## src/rtl/alu_ctrl.sv

```systemverilog
// alu_ctrl: sequencer for a tiny 4-register machine driving an external ALU.
// It takes one 16-bit instruction at a time and handles it in one of two ways:
//   ld=1 : IDLE -> WB, with the immediate as the write-back value
//   ld=0 : IDLE -> EXEC -> WB, with the ALU result (or zero flag for SLT/SEQ)
// Ports:
//   clk_i, rst_n_i          clock, async active-low reset
//   instr_valid_i/instr_i   instruction offer; instr_ready_o accepts it (IDLE only)
//   rs_o, rt_o, opcode_o    registered ALU operands/opcode (held outside EXEC)
//   alu_result_i, zero_i    combinational ALU return, sampled at EXEC exit
//   done_o, result_o        1-cycle WB pulse and held write-back value
//   flag_o                  zero_i captured from the last ALU op
//   dbg_addr_i, dbg_data_o  combinational register-file read
module alu_ctrl (
  input  logic        clk_i,
  input  logic        rst_n_i,
  input  logic        instr_valid_i,
  input  logic [15:0] instr_i,
  output logic        instr_ready_o,
  output logic [7:0]  rs_o,
  output logic [7:0]  rt_o,
  output logic [2:0]  opcode_o,
  input  logic [7:0]  alu_result_i,
  input  logic        zero_i,
  output logic        done_o,
  output logic [7:0]  result_o,
  output logic        flag_o,
  input  logic [1:0]  dbg_addr_i,
  output logic [7:0]  dbg_data_o
);

  localparam int unsigned DATA_W = 8;
  localparam int unsigned OP_W   = 3;
  localparam int unsigned IDX_W  = 2;
  localparam int unsigned NREGS  = 4;

  localparam logic [OP_W-1:0] OP_SLT = 3'b101;
  localparam logic [OP_W-1:0] OP_SEQ = 3'b111;

  typedef enum logic [1:0] {
    IDLE = 2'd0,
    EXEC = 2'd1,
    WB   = 2'd2
  } state_t;

  state_t state_q, state_d;

  logic [DATA_W-1:0] regs [NREGS];
  logic [IDX_W-1:0]  rd_q;
  logic [DATA_W-1:0] rs_q, rt_q, result_q;
  logic [OP_W-1:0]   op_q;
  logic              done_q, flag_q, ready_q;

  // Instruction field decode
  logic              ld_c;
  logic [OP_W-1:0]   op_c;
  logic [IDX_W-1:0]  rd_c, rs_c, rt_c;
  logic [DATA_W-1:0] imm_c;
  logic              accept_c;
  logic [DATA_W-1:0] wb_value_c;

  assign ld_c  = instr_i[15];
  assign op_c  = instr_i[14:12];
  assign rd_c  = instr_i[11:10];
  assign rs_c  = instr_i[9:8];
  assign rt_c  = instr_i[1:0];
  assign imm_c = instr_i[7:0];

  assign accept_c = instr_valid_i && (state_q == IDLE);

  // Compare ops write back only the ALU's zero indication
  assign wb_value_c = ((op_q == OP_SLT) || (op_q == OP_SEQ)) ? DATA_W'(zero_i)
                                                             : alu_result_i;

  // State register
  always_ff @(posedge clk_i or negedge rst_n_i) begin
    if (!rst_n_i) state_q <= IDLE;
    else          state_q <= state_d;
  end

  // Next-state logic
  always_comb begin
    state_d = state_q;
    case (state_q)
      IDLE:    if (accept_c) state_d = ld_c ? WB : EXEC;
      EXEC:    state_d = WB;
      WB:      state_d = IDLE;
      default: state_d = IDLE;
    endcase
  end

  // Datapath and registered outputs
  always_ff @(posedge clk_i or negedge rst_n_i) begin
    if (!rst_n_i) begin
      for (int i = 0; i < NREGS; i++) regs[i] <= '0;
      rd_q     <= '0;
      rs_q     <= '0;
      rt_q     <= '0;
      op_q     <= '0;
      result_q <= '0;
      flag_q   <= 1'b0;
      done_q   <= 1'b0;
      ready_q  <= 1'b1;
    end else begin
      done_q  <= 1'b0;
      ready_q <= (state_d == IDLE);
      case (state_q)
        IDLE: begin
          if (accept_c) begin
            rd_q <= rd_c;
            if (ld_c) begin
              result_q <= imm_c;
              done_q   <= 1'b1;
            end else begin
              // Any earlier WB has already retired, so the file is current here
              rs_q <= regs[rs_c];
              rt_q <= regs[rt_c];
              op_q <= op_c;
            end
          end
        end
        EXEC: begin
          result_q <= wb_value_c;
          flag_q   <= zero_i;
          done_q   <= 1'b1;
        end
        WB: regs[rd_q] <= result_q;
        default: ;
      endcase
    end
  end

  assign instr_ready_o = ready_q;
  assign rs_o          = rs_q;
  assign rt_o          = rt_q;
  assign opcode_o      = op_q;
  assign done_o        = done_q;
  assign result_o      = result_q;
  assign flag_o        = flag_q;
  assign dbg_data_o    = regs[dbg_addr_i];

endmodule
```

## config.mk

```make
export PLATFORM = sky130hd
export DESIGN_NAME = alu_ctrl
export DESIGN_NICKNAME = d
export VERILOG_FILES = /design/src/rtl/alu_ctrl.sv
export SDC_FILE = /design/constraint.sdc
export NUM_CORES = 1
export LEC_CHECK = 0
export ABC_CLOCK_PERIOD_IN_PS = 1750
export CORE_MARGIN = 2
export CORE_UTILIZATION = 35
export CTS_CLUSTER_SIZE = 24
export DETAILED_ROUTE_END_ITERATION = 10
export GPL_TIMING_DRIVEN = 0
export HOLD_SLACK_MARGIN = 0.15
export SLEW_MARGIN = 20
export SYNTH_ARGS = -nofsm -noshare
export SYNTH_HDL_FRONTEND = slang
export SYNTH_SLANG_ARGS = --single-unit
```

## constraint.sdc

```tcl
create_clock -name clk_i -period 1.75 [get_ports clk_i]
set_input_delay 0.35 -clock clk_i [delete_from_list [all_inputs] [get_ports clk_i]]
set_output_delay 0.35 -clock clk_i [all_outputs]
set_load 0.02 [all_outputs]
```

==> results of run 1 <==
registers in the layout, summed over array words and instances, names as in the netlist:
| register | cells |
|---|---|
| rd_q | 2 |
| state_q | 2 |
| opcode_o | 3 |
| done_o | 1 |
| rt_o | 8 |
| flag_o | 1 |
| regs | 32 |
| result_o | 8 |
| instr_ready_o | 1 |
| rs_o | 8 |
synthesized netlist by cell type:
cell type	number
buf_6	3
nand2b_1	1
buf_1	3
buf_4	2
nand3b_1	1
mux2_4	19
clkbuf_1	1
nand4bb_1	1
nor2b_1	1
buf_12	2
a21oi_1	4
and4bb_2	2
a211o_1	1
mux4_1	15
nor2_1	4
o21bai_1	1
and3_1	3
o2bb2ai_1	4
mux2i_1	5
dfstp_2	1
buf_2	4
mux2_2	34
dfrtp_1	65
mux4_2	9
and2b_4	1
a211oi_1	3
nor3b_4	1
nor4b_4	1
nand2_1	6
nand4b_2	1
where the power goes:
part           internal (uW)  leakage (uW)  switching (uW)
registers               2170      0.000795             485
clock network            943      0.000111             622
logic                   2050       0.00116            1190
total                   5160       0.00207            2300
final cells by class:
cell class | instances | area [um2]
Buffer | 15 | 128
Clock buffer | 9 | 124
Clock inverter | 7 | 118
Fill cell | 861 | 4660
Multi-Input combinational cell | 118 | 1590
Sequential cell | 66 | 1650
Tap cell | 129 | 161
Timing Repair Buffer | 90 | 852
how the worst max path moves through the flow:
stage          cells after the start                  from              endpoint
6_report                           2   regs[5]$_DFFE_PN0P_         dbg_data_o[5]
5_1_grt                            2  regs[21]$_DFFE_PN0P_         dbg_data_o[5]
4_1_cts                            2   regs[5]$_DFFE_PN0P_         dbg_data_o[5]
3_5_place_dp                       3         dbg_addr_i[1]         dbg_data_o[1]
3_3_place_gp                       1               rst_n_i  state_q[0]$_DFF_PN0_
2_1_floorplan                      2         dbg_addr_i[0]         dbg_data_o[0]
what timing repair did:
action | in CTS | in global routing
setup endpoints to repair | 17 | 12
pin swaps | 0 | 1
setup buffers | 14 | 13
hold buffers | 1 | 0
resized for setup | 55 | 6
endpoints found under the hold margin | 65 | 0
layer usage:
layer	global-route usage, %	share of wire [%]
met1	21.8	45
met2	24.0	48
met3	2.94	4.3
met4	6.77	2.0
met5	0	0
logic make-up (layout without fill, tap and decap cells):
group / count (synthesis) / count (layout) / synth area share [%]
simple gates: 23 / 23 / 5.35
compound gates: 13 / 13 / 2.79
buf+inv: 15 / 121 / 3.68
mux: 82 / 82 / 39.1
flops: 66 / 66 / 49.1
layout by cell type, fill, tap and decap left out, drive strengths merged:
cell,n
o21bai,1
o2bb2ai,4
nand4bb,1
a211oi,3
nor4b,1
dfstp,1
a211o,1
nand2,6
nor2,4
clkdlybuf4s50,41
mux2i,5
mux2,53
nor3b,1
a21oi,4
clkinv,1
dlymetal6s2s,2
dfrtp,65
nand4b,1
bufinv,3
nor2b,1
and3,3
dlygate4sd2,9
mux4,24
and2b,1
dlygate4sd3,1
clkbuf,10
nand2b,1
buf,51
clkinvlp,3
nand3b,1
and4bb,2
worst max-delay path, stage by stage, from the launching register on:
cell	delay [ns]
dfrtp_1	0.41
mux4_2	0.50
buf_6	0.15
through the flow:
step	hold WS [ns]	cell area [um2]	power (uW)	utilization, %
2_1_floorplan	0.0544	3370	4380	-
3_3_place_gp	0.494	4140	5450	44.6
3_5_place_dp	0.202	4160	5530	44.8
4_1_cts	0.360	4510	7310	48.6
5_1_grt	0.394	4620	7880	49.8
6_report	0.375	4620	7460	49.8
==> results.tsv, run 1 <==
metric	value	unit
fin. max-slew vios	0	
worst setup path category	reg2out	
cell count after synthesis	199	
die area	10400	um2
Mapped Area	3370	um2
worst-case vdd ir drop	0.548	mV
Die X	102	um
Fmax	567	MHz
Synth-to-Final Area Change	37.4	%
Synthesized Nets	229	
global route overflow	0	
startpoint types	flip-flop	
Req. time, crit path	1.40	ns
clk_lat worst skew	0.35	ns
number of max-cap violations	0	
post-DR vias/cell	4.94	
Worst Max-Slew Pin Slew	0.612	ns
worst setup margin	-0.0123	ns
WL final	7610	um
layout cells sized above 1	43.9	%
reg2reg end	opcode_o[2]$_DFFE_PN0P_	
Initial Util	36.3	%
pre-CTS WS	-0.403	ns
vias in the first global route	2097	
Slew HR	59.2	%
clk sinks	66	
Yosys top cell area share	48.3	%
H-tree Lvls	3	
leakage power	0.00207	uW
DRT iter0 DRCs	52	
global-route wire length before repair	11800	um
Fin. Hold Viols	0	
Max Clock Skew	0.0121	ns
CTS buffer count	9	
clk slew on worst S/H paths	0.08	ns
RSZ-0062 raised after global routing	yes	
Syn Area/Cell	16.9	um2
largest net degree at the start of global routing	57	
final antenna-violating net count	0	
# DRC	0	
P per Cell Area	1610	nW/um2
largest cells by area after synthesis	dfrtp_1 48%, mux4_1 12%, mux2_2 11%	
dominant cell type by area after synthesis	dfrtp_1	
crit path max fanout	3	
min Tclk post-route	1.76	ns
R2R depth	5	
post-route non-filler standard cell count	434	
Clock Path Buffers	2	
antenna violations before repair	0	
DRT Pass-1 Iters	4	
# rows	35	
library cells used by synthesis	30	
GR Util All Layers	15.6	%
outcome	complete, but fails checks	
CTS root buf	clkbuf_8	
nets	330	
r2r startpoint	state_q[0]$_DFF_PN0_	
Synth Register Bits	66	
final setup fails	2	
yosys warns	0	
Cells after DPL	390	
HPWL after detailed placement	5030	um
total negative slack	-0.0149	ns
diode count	0	
CTS tree	built	
critical path endpoint category	output port	
WL per Instance	17.5	um
failing checks	negative setup slack	
Tcrit/Tclk final	101	%
post-synthesis sequential area ratio	49.1	%
WP data arrival	1.41	ns
IO Port Bufs	61	
num ports	68	
Worst R2R Setup Slack	0.15	ns
Die H	102	um
Via Count	2142	
RD Place Congestion	0.746	
HP Class	in2async	
core area	9280	um2
Power figures use the tool's default switching activity.
==> inputs of run 2 (changes only) <==
--- a/config.mk
+++ b/config.mk
@@ -6,6 +6,7 @@
 export NUM_CORES = 1
 export LEC_CHECK = 0
 export ABC_CLOCK_PERIOD_IN_PS = 1750
+export CAP_MARGIN = 0
 export CORE_MARGIN = 2
 export CORE_UTILIZATION = 35
 export CTS_CLUSTER_SIZE = 24
==> results of run 2 <==
The final DEF is identical to that of run 1; final timing and power are the same.
==> inputs of run 3 (changes only) <==
--- a/config.mk
+++ b/config.mk
@@ -5,12 +5,13 @@
 export SDC_FILE = /design/constraint.sdc
 export NUM_CORES = 1
 export LEC_CHECK = 0
-export ABC_CLOCK_PERIOD_IN_PS = 1750
+export ABC_CLOCK_PERIOD_IN_PS = 2000
 export CAP_MARGIN = 0
 export CORE_MARGIN = 2
 export CORE_UTILIZATION = 35
 export CTS_CLUSTER_SIZE = 24
 export DETAILED_ROUTE_END_ITERATION = 10
+export GPL_ROUTABILITY_DRIVEN = 0
 export GPL_TIMING_DRIVEN = 0
 export HOLD_SLACK_MARGIN = 0.15
 export SLEW_MARGIN = 20
==> constraint.sdc (replaced) <==
create_clock -name clk_i -period 2 [get_ports clk_i]
set_input_delay 0.4 -clock clk_i [delete_from_list [all_inputs] [get_ports clk_i]]
set_output_delay 0.4 -clock clk_i [all_outputs]
set_load 0.02 [all_outputs]
==> results.tsv, run 3 (synthesis gave the netlist of run 1 again) <==
metric	value	unit	change
critical path endpoint category	output port		unchanged
max FFs per register	32		unchanged
Die X	102	um	unchanged
outcome	finished, final reports clean		was complete, but fails checks
core area	9280	um2	unchanged
CTS tree	built		unchanged
H-tree Lvls	3		unchanged
Top reg by flops	regs		unchanged
R2R depth	2		was 5
clk sinks	66		unchanged
Fillers	870		was 861
number of max-cap violations	0		unchanged
gr busiest metal	met2		unchanged
P per Cell Area	1380	nW/um2	was 1610 nW/um2
post-route non-filler standard cell count	407		was 434
WL final	7290	um	was 7610 um
Synth-to-Final Area Change	31.0	%	was 37.4%
clk_lat worst skew	0.35	ns	about the same
vias in the first global route	2033		was 2,097
Tcrit/Tclk final	98.0	%	
Clock Path Buffers	2		unchanged
post-DR vias/cell	4.98		was 4.94
HPWL after detailed placement	5030	um	unchanged
most common cell after layout, fill and taps aside	dfrtp_1		unchanged
# DRC	0		unchanged
M1 GR Usage	21.6	%	was 21.8%
Worst Max-Slew Pin Slew	0.722	ns	was 0.612 ns
worst-case vdd ir drop	0.480	mV	was 0.548 mV
commonest non-fill, non-tap cells in the layout	65 x dfrtp_1, 52 x clkdlybuf4s50_1, 34 x mux2_2		was 65 x dfrtp_1, 41 x clkdlybuf4s50_1, 34 x mux2_2
leakage power	0.00189	uW	was 0.00207 uW
Fmax	510	MHz	
reg2reg end	regs[28]$_DFFE_PN0P_		was opcode_o[2]$_DFFE_PN0P_
fin. max-slew vios	0		unchanged
CTS buffer count	9		unchanged
Initial Util	36.3	%	unchanged
crit path max fanout	4		was 3
routing usage on met3	2.94	%	unchanged
die area	10400	um2	unchanged
DRT iter0 DRCs	60		was 52
CP startpoint	regs[7]$_DFFE_PN0P_		was regs[5]$_DFFE_PN0P_
global route overflow	0		unchanged
diode count	0		unchanged
Slew HR	51.6	%	was 59.2%
r2r startpoint	rd_q[1]$_DFFE_PN0P_		was state_q[0]$_DFF_PN0_
Fin. Hold Viols	0		unchanged
worst setup path category	reg2out		unchanged
clk slew on worst S/H paths	0.08	ns	about the same
total negative slack	0	ns	was -0.0149 ns
Die H	102	um	unchanged
IO Port Bufs	61		unchanged
Max Clock Skew	0.0102	ns	was 0.0121 ns
final setup fails	0		was 2
RSZ-0062 raised after global routing	no		was yes
WL per Instance	17.9	um	was 17.5 um
GR Util All Layers	15.4	%	was 15.6%
CTS root buf	clkbuf_8		unchanged
met2 capacity usage during global routing	23.3	%	was 24.0%
WP data arrival	1.56	ns	was 1.41 ns
final antenna-violating net count	0		unchanged
antenna violations before repair	0		unchanged
DRT Pass-1 Iters	4		unchanged
# rows	35		unchanged
Cells after DPL	390		unchanged
HP Class	in2async		unchanged
startpoint types	flip-flop		unchanged
largest net degree at the start of global routing	57		unchanged
Via Count	2027		was 2,142
num ports	68		unchanged
min Tclk post-route	1.96	ns	
nets	303		was 330
worst setup path end	dbg_data_o[7]		was dbg_data_o[5]
Req. time, crit path	1.60	ns	was 1.40 ns
global-route wire length before repair	11500	um	was 11,800 um
Worst R2R Setup Slack	0.31	ns	was 0.15 ns
layout cells sized above 1	36.0	%	was 43.9%
-- run 3: cell count changes in the layout (fill, tap and decap cells not counted) --
cell             previous run  this run
dlymetal6s2s_1              2         0
dlygate4sd2_1               9         3
buf_6                      11         3
clkdlybuf4s15_1             0         4
clkdlybuf4s50_1            41        52
buf_4                      31         4
clkbuf_2                    0         1
-- run 3: per-stage QoR --
step	area, um2	hold WS [ns]	total power (uW)	setup WS (ns)	util (%)
6_report	4410	0.428	6090	0.0405	47.5
5_1_grt	4410	0.444	6440	0.00403	47.5
4_1_cts	4410	0.410	6150	0.00344	47.5
3_5_place_dp	4160	0.252	4840	-0.253	44.8
3_3_place_gp	4140	0.494	4770	-1.68	44.6
2_1_floorplan	3370	0.104	3830	0.372	-
-- run 3: cell type report --
type / count / area (um2) / area share [%]
Multi-Input combinational cell: 118 / 1590 / 36.0
Timing Repair Buffer: 63 / 637 / 14.4
Tap cell: 129 / 161 / 3.66
Clock buffer: 9 / 124 / 2.81
Sequential cell: 66 / 1650 / 37.5
Clock inverter: 7 / 118 / 2.67
Buffer: 15 / 128 / 2.89
-- run 3: critical path: stages (launching register included) --
cell and delay, ns:
dfrtp_1 0.40, mux4_2 0.48, dlygate4sd2_1 0.34
-- run 3: worst min-delay path by stage --
stage,to,from,slack [ns],depth (start not counted)
floorplan,done_o$_DFF_PN0_,rst_n_i,0.10,0
global placement,flag_o$_DFFE_PN0P_,flag_o$_DFFE_PN0P_,0.49,2
detailed placement,rs_o[5]$_DFFE_PN0P_,rst_n_i,0.25,1
CTS,rs_o[5]$_DFFE_PN0P_,rst_n_i,0.41,2
global route,rs_o[5]$_DFFE_PN0P_,rst_n_i,0.44,2
finish,rs_o[5]$_DFFE_PN0P_,rst_n_i,0.43,2
-- run 3: repair_timing --
item,CTS,global route
hold buffers,1,0
hold endpoints to repair,10,0
setup buffers,0,0
endpoints found under the setup margin,8,5
gates resized for setup,10,6
-- run 3: power by group --
part	internal (uW)	total (uW)	switching [uW]
Sequential	1900	2380	482
Clock	825	1370	541
Combinational	1460	2340	877
-- run 3: metal layers --
layer	up-vias	wire length, um
met5	-	0
li1	927	-
met1	1031	3330
met4	0	150
met2	57	3500
met3	12	311
